--- config.mk ---
export PLATFORM = sky130hd
export DESIGN_NAME = alu_issue_ctrl
export DESIGN_NICKNAME = d
export VERILOG_FILES = /design/src/rtl/alu_issue_ctrl_pkg.sv /design/src/rtl/alu_issue_ctrl.sv
export SDC_FILE = /design/constraint.sdc
export NUM_CORES = 1
export LEC_CHECK = 0
export ABC_AREA = 1
export CAP_MARGIN = 20
export CELL_PAD_IN_SITES_DETAIL_PLACEMENT = 2
export CELL_PAD_IN_SITES_GLOBAL_PLACEMENT = 2
export CORE_MARGIN = 2
export CORE_UTILIZATION = 21
export DETAILED_ROUTE_END_ITERATION = 8
export PLACE_DENSITY_LB_ADDON = 0.05
export SYNTH_ARGS = -nofsm -noshare
export SYNTH_HDL_FRONTEND = slang
export SYNTH_SLANG_ARGS = --single-unit
--- constraint.sdc ---
create_clock -name clk -period 1.61 [get_ports clk]
set_input_delay 0.4025 -clock clk [delete_from_list [all_inputs] [get_ports clk]]
set_output_delay 0.4025 -clock clk [all_outputs]
set_load 0.05 [all_outputs]
--- src/rtl/alu_issue_ctrl_pkg.sv ---
// Shared ALU control definitions for the issue controller and its users.
// Holds the ALU control code width, the individual control codes, and the
// list of branch-comparison codes in one place so no block redefines them.
package alu_issue_ctrl_pkg;

  localparam int unsigned ALU_CTRL_WIDTH = 4;

  localparam logic [ALU_CTRL_WIDTH-1:0] ALU_CTRL_ADD  = 4'd0;
  localparam logic [ALU_CTRL_WIDTH-1:0] ALU_CTRL_SUB  = 4'd1;
  localparam logic [ALU_CTRL_WIDTH-1:0] ALU_CTRL_SLL  = 4'd2;
  localparam logic [ALU_CTRL_WIDTH-1:0] ALU_CTRL_SLT  = 4'd3;
  localparam logic [ALU_CTRL_WIDTH-1:0] ALU_CTRL_SLTU = 4'd4;
  localparam logic [ALU_CTRL_WIDTH-1:0] ALU_CTRL_XOR  = 4'd5;
  localparam logic [ALU_CTRL_WIDTH-1:0] ALU_CTRL_SRL  = 4'd6;
  localparam logic [ALU_CTRL_WIDTH-1:0] ALU_CTRL_SRA  = 4'd7;
  localparam logic [ALU_CTRL_WIDTH-1:0] ALU_CTRL_OR   = 4'd8;
  localparam logic [ALU_CTRL_WIDTH-1:0] ALU_CTRL_AND  = 4'd9;
  localparam logic [ALU_CTRL_WIDTH-1:0] ALU_CTRL_BEQ  = 4'd10;
  localparam logic [ALU_CTRL_WIDTH-1:0] ALU_CTRL_BNE  = 4'd11;
  localparam logic [ALU_CTRL_WIDTH-1:0] ALU_CTRL_BLT  = 4'd12;
  localparam logic [ALU_CTRL_WIDTH-1:0] ALU_CTRL_BGE  = 4'd13;
  localparam logic [ALU_CTRL_WIDTH-1:0] ALU_CTRL_BLTU = 4'd14;
  localparam logic [ALU_CTRL_WIDTH-1:0] ALU_CTRL_BGEU = 4'd15;

  // The single shared list of branch-comparison codes.
  function automatic logic is_branch_code(input logic [ALU_CTRL_WIDTH-1:0] code);
    return code inside {ALU_CTRL_BEQ, ALU_CTRL_BNE, ALU_CTRL_BLT,
                        ALU_CTRL_BGE, ALU_CTRL_BLTU, ALU_CTRL_BGEU};
  endfunction

endpackage

--- src/rtl/alu_issue_ctrl.sv ---
// Initiator side of the ALU valid/ready handshake.
// Accepts one decoded operation from the controller, drives registered operands
// and control to the ALU while holding alu_valid, then captures the result and
// presents it as a writeback or branch decision on its own valid/ready port.
// Single-cycle and cycle-based-shifter ALUs look identical to the controller.
//
// Ports:
//   clk, resetn                       clock, asynchronous active-low reset
//   req_valid/req_ready               operation handshake from controller
//   req_a, req_b, req_ctrl, req_rd    operands, ALU code, destination register
//   alu_a, alu_b, alucontrol          registered operands/control to the ALU
//   alu_valid/alu_ready, alu_result   ALU request handshake and result
//   wb_valid/wb_ready                 response handshake
//   wb_data, wb_rd, wb_we             writeback payload
//   branch_taken                      branch decision (alu_result[0])
//   wb_err                            transaction aborted by timeout
module alu_issue_ctrl
  import alu_issue_ctrl_pkg::*;
#(
  parameter int unsigned MAX_WAIT = 40
) (
  input  logic                      clk,
  input  logic                      resetn,
  input  logic                      req_valid,
  output logic                      req_ready,
  input  logic [31:0]               req_a,
  input  logic [31:0]               req_b,
  input  logic [ALU_CTRL_WIDTH-1:0] req_ctrl,
  input  logic [4:0]                req_rd,
  output logic [31:0]               alu_a,
  output logic [31:0]               alu_b,
  output logic [ALU_CTRL_WIDTH-1:0] alucontrol,
  output logic                      alu_valid,
  input  logic                      alu_ready,
  input  logic [31:0]               alu_result,
  output logic                      wb_valid,
  input  logic                      wb_ready,
  output logic [31:0]               wb_data,
  output logic [4:0]                wb_rd,
  output logic                      wb_we,
  output logic                      branch_taken,
  output logic                      wb_err
);

  localparam int unsigned CntW = $clog2(MAX_WAIT + 1);

  typedef enum logic [1:0] {
    StIdle  = 2'd0,
    StIssue = 2'd1,
    StResp  = 2'd2
  } state_e;

  state_e                    state_q, state_d;
  logic [31:0]               a_q, a_d;
  logic [31:0]               b_q, b_d;
  logic [ALU_CTRL_WIDTH-1:0] ctrl_q, ctrl_d;
  logic [4:0]                rd_q, rd_d;
  logic                      is_br_q, is_br_d;
  logic [CntW-1:0]           cnt_q, cnt_d;
  logic [31:0]               wb_data_q, wb_data_d;
  logic [4:0]                wb_rd_q, wb_rd_d;
  logic                      wb_we_q, wb_we_d;
  logic                      taken_q, taken_d;
  logic                      err_q, err_d;

  logic                      accept;
  logic [CntW-1:0]           cnt_inc;

  assign cnt_inc = cnt_q + CntW'(1);

  always_comb begin
    state_d   = state_q;
    a_d       = a_q;
    b_d       = b_q;
    ctrl_d    = ctrl_q;
    rd_d      = rd_q;
    is_br_d   = is_br_q;
    cnt_d     = cnt_q;
    wb_data_d = wb_data_q;
    wb_rd_d   = wb_rd_q;
    wb_we_d   = wb_we_q;
    taken_d   = taken_q;
    err_d     = err_q;
    accept    = 1'b0;

    unique case (state_q)
      StIdle: begin
        accept = req_valid;
      end
      StIssue: begin
        // A ready arriving in the cycle the counter would expire still wins.
        if (alu_ready) begin
          state_d = StResp;
          err_d   = 1'b0;
          if (is_br_q) begin
            taken_d   = alu_result[0];
            wb_we_d   = 1'b0;
            wb_data_d = '0;
            wb_rd_d   = '0;
          end else begin
            taken_d   = 1'b0;
            wb_we_d   = (rd_q != 5'd0);
            wb_data_d = alu_result;
            wb_rd_d   = rd_q;
          end
        end else begin
          cnt_d = cnt_inc;
          if (cnt_inc == CntW'(MAX_WAIT)) begin
            state_d   = StResp;
            err_d     = 1'b1;
            taken_d   = 1'b0;
            wb_we_d   = 1'b0;
            wb_data_d = '0;
            wb_rd_d   = is_br_q ? 5'd0 : rd_q;
          end
        end
      end
      StResp: begin
        if (wb_ready) begin
          if (req_valid) begin
            accept = 1'b1;
          end else begin
            state_d = StIdle;
          end
        end
      end
      default: begin
        state_d = StIdle;
      end
    endcase

    // Accepting always passes through ISSUE, so alu_valid has dropped for at
    // least the RESP/IDLE cycle before the next assertion.
    if (accept) begin
      state_d = StIssue;
      a_d     = req_a;
      b_d     = req_b;
      ctrl_d  = req_ctrl;
      rd_d    = req_rd;
      is_br_d = is_branch_code(req_ctrl);
      cnt_d   = '0;
    end
  end

  always_ff @(posedge clk or negedge resetn) begin
    if (!resetn) begin
      state_q   <= StIdle;
      a_q       <= '0;
      b_q       <= '0;
      ctrl_q    <= '0;
      rd_q      <= '0;
      is_br_q   <= 1'b0;
      cnt_q     <= '0;
      wb_data_q <= '0;
      wb_rd_q   <= '0;
      wb_we_q   <= 1'b0;
      taken_q   <= 1'b0;
      err_q     <= 1'b0;
    end else begin
      state_q   <= state_d;
      a_q       <= a_d;
      b_q       <= b_d;
      ctrl_q    <= ctrl_d;
      rd_q      <= rd_d;
      is_br_q   <= is_br_d;
      cnt_q     <= cnt_d;
      wb_data_q <= wb_data_d;
      wb_rd_q   <= wb_rd_d;
      wb_we_q   <= wb_we_d;
      taken_q   <= taken_d;
      err_q     <= err_d;
    end
  end

  // Valids decode straight from state so reset drops them asynchronously.
  assign alu_valid    = (state_q == StIssue);
  assign wb_valid     = (state_q == StResp);
  assign req_ready    = (state_q == StIdle) | ((state_q == StResp) & wb_ready);
  assign alu_a        = a_q;
  assign alu_b        = b_q;
  assign alucontrol   = ctrl_q;
  assign wb_data      = wb_data_q;
  assign wb_rd        = wb_rd_q;
  assign wb_we        = wb_we_q;
  assign branch_taken = taken_q;
  assign wb_err       = err_q;

endmodule

# == Word-level counts from Yosys, hierarchy flattened ==
# Cells that the tools add are included.
# totals
register_bits,122
output_inout_bits,111
# classes
n_reduce_logical,8
mux,25
n_eq_ne,14
add_sub_neg,1
n_bitwise,2
# ops
operator,n
$mux W32,3
$eq A4 B4 Y1 const B,6
$mux W6,3
$mux W5,3
$mux W2,5
$mux W1,9
$add A6 B1 Y6 const B,1
$eq A6 B6 Y1 const B,1
$pmux W2 S3,1
$reduce_bool A6 Y1,1
$reduce_bool A5 Y1,1
$ne A4 B1 Y1 const B,1
$reduce_and A2 Y1,2
$reduce_and A4 Y1,1
$reduce_bool A2 Y1,2
$ne A3 B1 Y1 const B,1
$ne A3 B2 Y1 const B,1
$eq A2 B1 Y1 const B,1
$eq A2 B2 Y1 const B,1
$logic_not A2 Y1,1
$ne A2 B1 Y1 const B,1
$ne A2 B2 Y1 const B,1
$pmux W1 S2,1
$and A1 B1 Y1,1
$or A1 B1 Y1,1

# == Depth between registers and ports, before layout ==
# Gate-level depths: netlist (run 1).
# logic_depth
word_depth,6
mapped_depth,11

# == Worst setup path before layout (run 1) ==
# Ideal clock, no wire load.
# synth_path
kind,register to register
from,register state_q[1]
to,register b_q[0] (netlist: alu_b[0])
period_less_slack_ns,2.033
stages_incl_launch_ff,9
n_path_buf,2
arrival_time_ns,1.915
path_slack_ns,-0.423
t_required_ns,1.492
path_cell_list,dfrtp_1 -> inv_1 -> nor2_1 -> nor2_1 -> nand2_2 -> buf_2 -> buf_2 -> nand2_1 -> nand2_1
# synth_between
elab_chain_cells,2
# synth_lines
element,line,rtl
from (decl),alu_issue_ctrl.sv:53,"state_e state_q, state_d;"
from (signal assigned),alu_issue_ctrl.sv:147,state_q <= StIdle;
from (signal assigned),alu_issue_ctrl.sv:160,state_q <= state_d;
$eq A2 B2 Y1 / $logic_not A2 Y1 (equally long branches),alu_issue_ctrl.sv:86,unique case (state_q)
$pmux W1 S2 (*),alu_issue_ctrl.sv:86,
to (signal assigned),alu_issue_ctrl.sv:149,b_q <= '0;
to (signal assigned),alu_issue_ctrl.sv:162,b_q <= b_d;
to (decl),alu_issue_ctrl.sv:55,"logic [31:0] b_q, b_d;"
# Every way passes the cells marked *; elsewhere a longest branch is shown, timed or not.
# A chain may end at the register's enable or synchronous reset.

# == Worst setup path after layout (run 1) ==
# layout_path
from,register state_q[1]
to,output port alu_valid
# layout_between
elab_chain_cells,1
# layout_lines
element,line,rtl
$eq A2 B1 Y1,alu_issue_ctrl.sv:176,assign alu_valid = (state_q == StIssue);
to (decl),alu_issue_ctrl.sv:33,"output logic alu_valid,"
# Every way passes these cells.

==> metrics.md, run 1 <==
| Metric | Value |
|---|---|
| Synth cell types | `26` |
| Footprint of the multi-input gates | `~1800 um^2` |
| Area Growth Syn to Fin | `95.17%` |
| Post-synthesis cell area | `4945 um^2` |
| Die ar. | `between 20,000 and 25,000 um^2` |
| Row Count | `56` |
| Number of global-route vias before repair | `5,488` |
| Worst Hold Class | `in -> async` |
| WL/cell | `around 17 um` |
| Max-slew violations | `0` |
| Clock power share | `between 15 and 20%` |
| Power Internal | `~13 mW` |
| PortBufs | `between 200 and 250` |
| CTS root buf | `clkbuf_16` |
| Sequential area share after synthesis | `61.74%` |
| Pwr/cell area | `about 2400 nW/um^2` |
| NumNets Final | `a little over 900` |
| GRT Overall Usage | `16.34%` |
| Final worst path period need | `approximately 1.6 ns` |
| Crit path from | `state_q[1]` |
| Vias per cell | `around 4.2` |
| Post-Place Cells | `1,093` |
| Failing checks | `negative setup slack` |
| N_diodes | `0` |
| Sequential cell area | `~3100 um^2` |
| Share of cells above drive strength 1 | `between 20 and 30%` |
| Setup Skew | `0.01117 ns` |
| GP Congestion | `between 0.7 and 0.8` |
| Worst-skew pair later-pin latency | `approximately 0.42 ns` |
| Clk buf depth | `2` |
| RSZ-0062 raised after global routing | `true` |
| Critical path endpoint category | `output port` |
| Antenna violations before repair | `0` |
| Crit Reg-Reg Startpoint | `cnt_q[0]` |
| Reg power frac | `approximately a quarter` |
| Die width | `157.5 um` |
| Grt ovf | `0` |
| Drt pass-1 iters | `4` |
| TritonCTS buffer count | `17` |
| Syn Area/Cell | `slightly below 9 um^2` |
| Largest net degree at the start of global routing | `44` |
| Finished Layout Cells | `between 1,000 and 1,500` |
| Worst Path Required | `about 1.2 ns` |
| DRC violations left | `0` |
| CTS Sinks | `roughly 120` |
| Initial detailed-routing violation count | `around 170` |
| Worst reg-to-reg setup slack | `-0.02 ns` |
| R2R depth | `11` |
| Max Fanout on Critical Path | `3` |
| Lkg Pwr | `between 4 and 5 nW` |
| Comb pwr share | `58.1%` |
| Post-Synthesis Cells | `around 560` |
| Worst slew pin tran | `about 0.48 ns` |
| Endpoints failing hold | `0` |
| Worst setup SP type | `flop` |
| Commonest cells after routing, fill and taps aside | `270 x nand2_1, 121 x dfrtp_1, 120 x buf_12` |
| Total Neg Setup Slack | `-0.2312 ns` |
| Critical path class | `reg -> out` |
| Switching portion of total power | `roughly 44%` |
| Final setup violation count | `22` |
| Routed wire length | `roughly 20 mm` |
| Max-cap violations | `0` |
| Fmax | `a little over 0.6 GHz` |
| DRT antenna net count | `0` |
| DR vias | `roughly 4,800` |
| Pre-CTS WS | `-0.2625 ns` |
| FILL cells | `between 2,000 and 2,500` |
| Final Worst Setup Slack | `-0.03128 ns` |
| Rel. slew slack | `a little under 70%` |
| Mapped Nets | `around 670` |
| Initial Utilization | `roughly a fifth` |
| Clock transition at path regs | `around 0.060 ns` |
| Seq cells post-synth | `122` |
| Status | `finished with violations` |
| Global-route wire length before repair | `30.73 mm` |
| Maximum vdd ir drop | `~920 uV` |
| Tcrit/Tclk final | `101.9%` |
| CTS tree | `built` |
| Top Ports | `approximately 220` |
| WP data arrival | `~1.2 ns` |
| Commonest non-fill, non-tap cell in the layout | `nand2_1` |
| Synth warnings | `0` |
| Chip height | `between 150 and 200 um` |
| CTS H-Tree Depth | `4` |
| Sw power | `about 10 mW` |
| DP HPWL | `approximately 14 mm` |
| Overall Power | `approximately 24 mW` |
| Core Region | `around 23,000 um^2` |
sequential cells by signal, summed over array words and instances (netlist names):
name / flops
alu_a: 32
wb_data: 32
cnt_q: 6
state_q: 2
alucontrol: 4
wb_err: 1
rd_q: 5
branch_taken: 1
wb_we: 1
wb_rd: 5
alu_b: 32
is_br_q: 1
worst max-delay path, cell delays in order, from the launching register on:
cell	delay [ns]
dfrtp_1	0.39
buf_6	0.12
nor2_4	0.15
buf_12	0.16
power by group through the flow:
stage	registers, mW	clock network (mW)	logic, mW
after floorplan	9.51	0	2.23
after global placement	5.90	0	13.2
after detailed placement	5.99	0	13.5
after CTS	5.99	4.02	13.6
after global routing	6.20	4.16	14.5
final	5.99	3.90	13.7
layout make-up:
cell class | instances | area share, %
tap | 319 | 4.136
timing repair buffer | 256 | 38.93
inverter | 20 | 0.8038
clock buffer | 20 | 4.525
sequential | 122 | 31.65
clock inverter | 12 | 1.556
multi-input combinational | 385 | 18.40
cells in the mapped netlist:
library cell | count | share of area, %
o21ai_0 | 9 | 0.91
nand3_2 | 1 | 0.20
nor2_2 | 1 | 0.13
buf_6 | 3 | 0.68
inv_1 | 16 | 1.2
buf_12 | 1 | 0.40
nor2_1 | 9 | 0.68
nor3_1 | 1 | 0.10
inv_2 | 2 | 0.15
ha_1 | 1 | 0.25
dfrtp_1 | 122 | 62
o21ai_1 | 1 | 0.10
xnor2_1 | 1 | 0.18
nand3_1 | 10 | 1.0
nand2_4 | 2 | 0.46
nor2_4 | 1 | 0.23
o21ai_2 | 1 | 0.18
buf_4 | 2 | 0.30
nand2_1 | 297 | 23
clkinv_1 | 2 | 0.15
clkbuf_1 | 14 | 1.1
o22ai_1 | 2 | 0.25
nand2_2 | 13 | 1.6
nand4_1 | 35 | 4.4
buf_1 | 1 | 0.076
buf_2 | 9 | 0.91
what timing repair did:
action                     CTS  global route
pin swaps                    4             5
setup endpoints to repair   38            58
setup buffers                3             2
cloned                       0             3
hold endpoints to repair    37             0
hold buffers                 1             0
gates resized for setup      8            37
through the flow:
step	hold WS (ns)	utilization (%)	cell area (um^2)
floorplan	0.1069	-	4952
global placement	0.3686	37.88	8811
detailed placement	0.3706	37.88	8811
CTS	0.4860	40.63	9450
global route	0.5080	41.49	9651
finish	0.4828	41.49	9651
final timing paths:
| check | endpoint |
|---|---|
| max | alu_valid |
| max reg2reg | wb_data[9] |
| min reg2reg | wb_data[10] |
| max in group asynchronous | state_q[0] |
| min in group clk | alu_a[8] |
| min | wb_data[2] |
metal layers:
layer	global-route usage, %	routed length [um]
met4	5.325	310
met5	0	0
met2	28.13	10100
met3	6.883	1633
met1	18.25	7630
cells by family (layout without fill, tap and decap cells):
family / count (synthesis) / count (layout) / synth area share (%)
buffers and inverters: 50 / 308 / 4.959
AND/OR/NAND/NOR: 370 / 370 / 31.43
adder cells (fa/ha/maj): 1 / 1 / 0.2530
XOR/XNOR: 1 / 1 / 0.1772
AO/OA/AOI/OAI: 13 / 13 / 1.442
flip-flops: 122 / 122 / 61.74
Power figures use the tool's default switching activity.
==> run 2: changes to the inputs <==
Settings changed: ABC_AREA 1 to unset, CORE_UTILIZATION 21 to 23, SKIP_CTS_REPAIR_TIMING set to 1.
==> run 2 against run 1 <==
Effect of this change: the run still ends with negative setup slack left; maximum frequency shrank 4.9%; largest cell class unchanged; register-to-register slack gained 0.02 ns; highest routed layer unchanged; count of clock-buffer cells in the layout shrank 2; clock skew is essentially flat.
==> metrics.md, run 2 <==
| Metric | Value |
|---|---|
| Top cells by area, synth | `dfrtp_1 60%, mux2_2 16%, a22oi_1 4.9% (was dfrtp_1 62%, nand2_1 23%, nand4_1 4.4%)` |
| Seq cells post-synth | `122 (unchanged)` |
| Post-Place Cells | `900 (was 1,093)` |
| Worst Path Required | `1.21 ns (about the same)` |
| Number of global-route vias before repair | `4,952 (was 5,488)` |
| Final worst path period need | `1.726 ns (was 1.641 ns)` |
| Critical path endpoint category | `output port (unchanged)` |
| Chip height | `152.7 um (was 157.5 um)` |
| Worst reg-to-reg setup slack | `0 ns (was -0.02 ns)` |
| CTS H-Tree Depth | `4 (unchanged)` |
| Commonest non-fill, non-tap cell in the layout | `buf_12 (was nand2_1)` |
| Die width | `152.7 um (was 157.5 um)` |
| Worst slew pin tran | `0.3911 ns (was 0.4756 ns)` |
| RSZ-0062 raised after global routing | `true (unchanged)` |
| Core Region | `21,760 um^2 (was 23,260 um^2)` |
| WP data arrival | `1.32 ns (was 1.24 ns)` |
| NumNets Final | `770 (was 913)` |
| Met1 usage | `17.56% (was 18.25%)` |
| Clock transition at path regs | `0.06 ns (about the same)` |
| Max Fanout on Critical Path | `7 (was 3)` |
| Max-slew violations | `0 (unchanged)` |
| Worst setup SP type | `flop (unchanged)` |
| CTS tree | `built (unchanged)` |
| DRT antenna net count | `0 (unchanged)` |
| Area Growth Syn to Fin | `94.37% (was 95.17%)` |
| Clk buf depth | `2 (unchanged)` |
| Sequential area share after synthesis | `60.04% (was 61.74%)` |
| R2R depth | `4 (was 11)` |
| Crit Reg-Reg Startpoint | `state_q[0] (was cnt_q[0])` |
| Top Ports | `221 (unchanged)` |
| Fmax | `0.5793 GHz (was 0.6093 GHz)` |
| Top cell type's share of synthesized area | `60.04% (was 61.74%)` |
| Dominant cell type by area after synthesis | `dfrtp_1 (unchanged)` |
| Worst r2r dst | `rd_q[3] (was wb_data[9])` |
| Endpoints failing hold | `0 (unchanged)` |
| Share of cells above drive strength 1 | `41.07% (was 28.47%)` |
| Mapped Nets | `515 (was 668)` |
| Max-cap violations | `0 (unchanged)` |
| GP Congestion | `0.6982 (was 0.7075)` |
| Post-synthesis cell area | `5085 um^2 (was 4945 um^2)` |
| Most common library cells after synthesis | `122 x dfrtp_1, 73 x mux2_2, 44 x nand2_1 (was 297 x nand2_1, 122 x dfrtp_1, 35 x nand4_1)` |
| Finished Layout Cells | `953 (was 1,134)` |
| Syn Area/Cell | `12.59 um^2 (was 8.877 um^2)` |
| PortBufs | `220 (unchanged)` |
| DR vias | `4,374 (was 4,757)` |
| Tcrit/Tclk final | `107.2% (was 101.9%)` |
| Pre-CTS WS | `-0.3277 ns (was -0.2625 ns)` |
| Row Count | `54 (was 56)` |
| GRT Overall Usage | `15.84% (was 16.34%)` |
| FILL cells | `2,100 (was 2,469)` |
| Lkg Pwr | `4.193 nW (was 4.614 nW)` |
| Routing usage on met2 | `26.56% (was 28.13%)` |
| Status | `finished with violations (unchanged)` |
| TritonCTS buffer count | `17 (unchanged)` |
| Setup Skew | `0.01090 ns (was 0.01117 ns)` |
| DRC violations left | `0 (unchanged)` |
| Total Neg Setup Slack | `-0.3099 ns (was -0.2312 ns)` |
| Area after DPL | `8947 um^2 (was 8811 um^2)` |
| Initial Utilization | `23.37% (was 21.26%)` |
| Rel. slew slack | `73.57% (was 68.29%)` |
| Antenna violations before repair | `1 (was 0)` |
| Synth Flop Type | `dfrtp_1 (unchanged)` |
| Die ar. | `23,310 um^2 (was 24,790 um^2)` |
| Worst-skew pair later-pin latency | `0.42 ns (about the same)` |
| Global-route wire length before repair | `28.91 mm (was 30.73 mm)` |
| Routed wire length | `19.03 mm (was 19.68 mm)` |
| Vias per cell | `4.590 (was 4.195)` |
| Final Worst Setup Slack | `-0.1163 ns (was -0.03128 ns)` |
| Failing checks | `negative setup slack (unchanged)` |
| Number of flops mapped to enable cells by yosys | `0 (unchanged)` |
| GRT busiest layer | `met2 (unchanged)` |
| Grt ovf | `0 (unchanged)` |
| CTS root buf | `clkbuf_16 (unchanged)` |
| Synth warnings | `0 (unchanged)` |
| Maximum vdd ir drop | `1172 uV (was 916.9 uV)` |
| WL/cell | `19.97 um (was 17.35 um)` |
| Post-synth ARST share | `100.0% (unchanged)` |
| Synth cell types | `38 (was 26)` |
| Most numerous cell in the Yosys netlist | `dfrtp_1 (was nand2_1)` |
| Critical path class | `reg -> out (unchanged)` |
| Largest net degree at the start of global routing | `40 (was 44)` |
| Fin area | `9883 um^2 (was 9651 um^2)` |
| Pwr/cell area | `2449 nW/um^2 (was 2447 nW/um^2)` |
| Initial detailed-routing violation count | `146 (was 171)` |
| M3 GR Usage | `8.845% (was 6.883%)` |
| Post-Synthesis Cells | `404 (was 557)` |
| CTS Sinks | `122 (unchanged)` |
| Final setup violation count | `6 (was 22)` |
| Drt pass-1 iters | `4 (unchanged)` |
| DP HPWL | `13.28 mm (was 14.14 mm)` |
| Worst Hold Class | `in -> async (unchanged)` |
| Commonest cells after routing, fill and taps aside | `123 x buf_12, 117 x dfrtp_1, 106 x clkdlybuf4s50_1 (was 270 x nand2_1, 121 x dfrtp_1, 120 x buf_12)` |
run 2: report_power, final:
| part | total (mW) | switching, mW | leakage (nW) | internal [mW] |
|---|---|---|---|---|
| clock network | 3.94 | 1.50 | 0.291 | 2.44 |
| registers | 6.25 | 1.76 | 1.40 | 4.49 |
| logic | 14.0 | 6.97 | 2.51 | 7.04 |
| total | 24.2 | 10.2 | 4.19 | 14.0 |
run 2: worst max path at each step:
stage / start / to / slack (ns) / depth (start not counted)
5_1_grt: state_q[0] / alu_valid / -0.16 / 4
3_5_place_dp: wb_ready / alu_b[23] / -0.33 / 5
6_report: state_q[0] / wb_valid / -0.12 / 3
2_1_floorplan: state_q[1] / wb_valid / 0.03 / 1
3_3_place_gp: wb_ready / alu_b[8] / -0.31 / 5
4_1_cts: state_q[0] / alu_valid / -0.36 / 4
run 2: kinds of logic (layout without fill, tap and decap cells):
| kind of cell | count (synthesis) | after routing | synth area share [%] |
|---|---|---|---|
| DFF | 122 | 122 | 60.04 |
| adders and majority gates | 1 | 1 | 0.2460 |
| buffers and inverters | 32 | 300 | 2.928 |
| xor gates and xnor gates | 3 | 3 | 0.5168 |
| AOI/OAI and AO/OA | 94 | 94 | 12.33 |
| other | 0 | 1 | 0 |
| and+or+nand+nor | 79 | 79 | 7.776 |
| muxes | 73 | 73 | 16.17 |
run 2: stage by stage:
stage	power [mW]	hold WS, ns	util [%]
floorplan	12.19	0.1069	-
global placement	19.74	0.3149	41.13
detailed placement	20.06	0.3101	41.13
CTS	24.15	-0.1390	43.89
global route	25.32	0.4369	45.42
finish	24.21	0.4349	45.43
run 2: cell type report:
class / instances / area (um^2) / share of cell area [%]
sequential: 122 / 3059 / 30.95
clock buffer: 18 / 429.2 / 4.342
tap: 280 / 350.3 / 3.545
clock inverter: 14 / 172.7 / 1.747
antenna: 1 / 2.502 / 0.02532
inverter: 5 / 21.27 / 0.2152
timing repair buffer: 263 / 3909 / 39.55
multi-input combinational: 250 / 1939 / 19.62
run 2: per-layer routing:
layer	vias up	wire [um]
li1	1980	-
met1	2259	7192
met2	131	9881
met3	4	1877
met4	0	78
met5	-	0
run 2: critical path, cell delays in order (launching register included):
cell     delay [ns]
dfrtp_2        0.48
buf_6          0.15
nor2b_4        0.13
buf_12         0.15
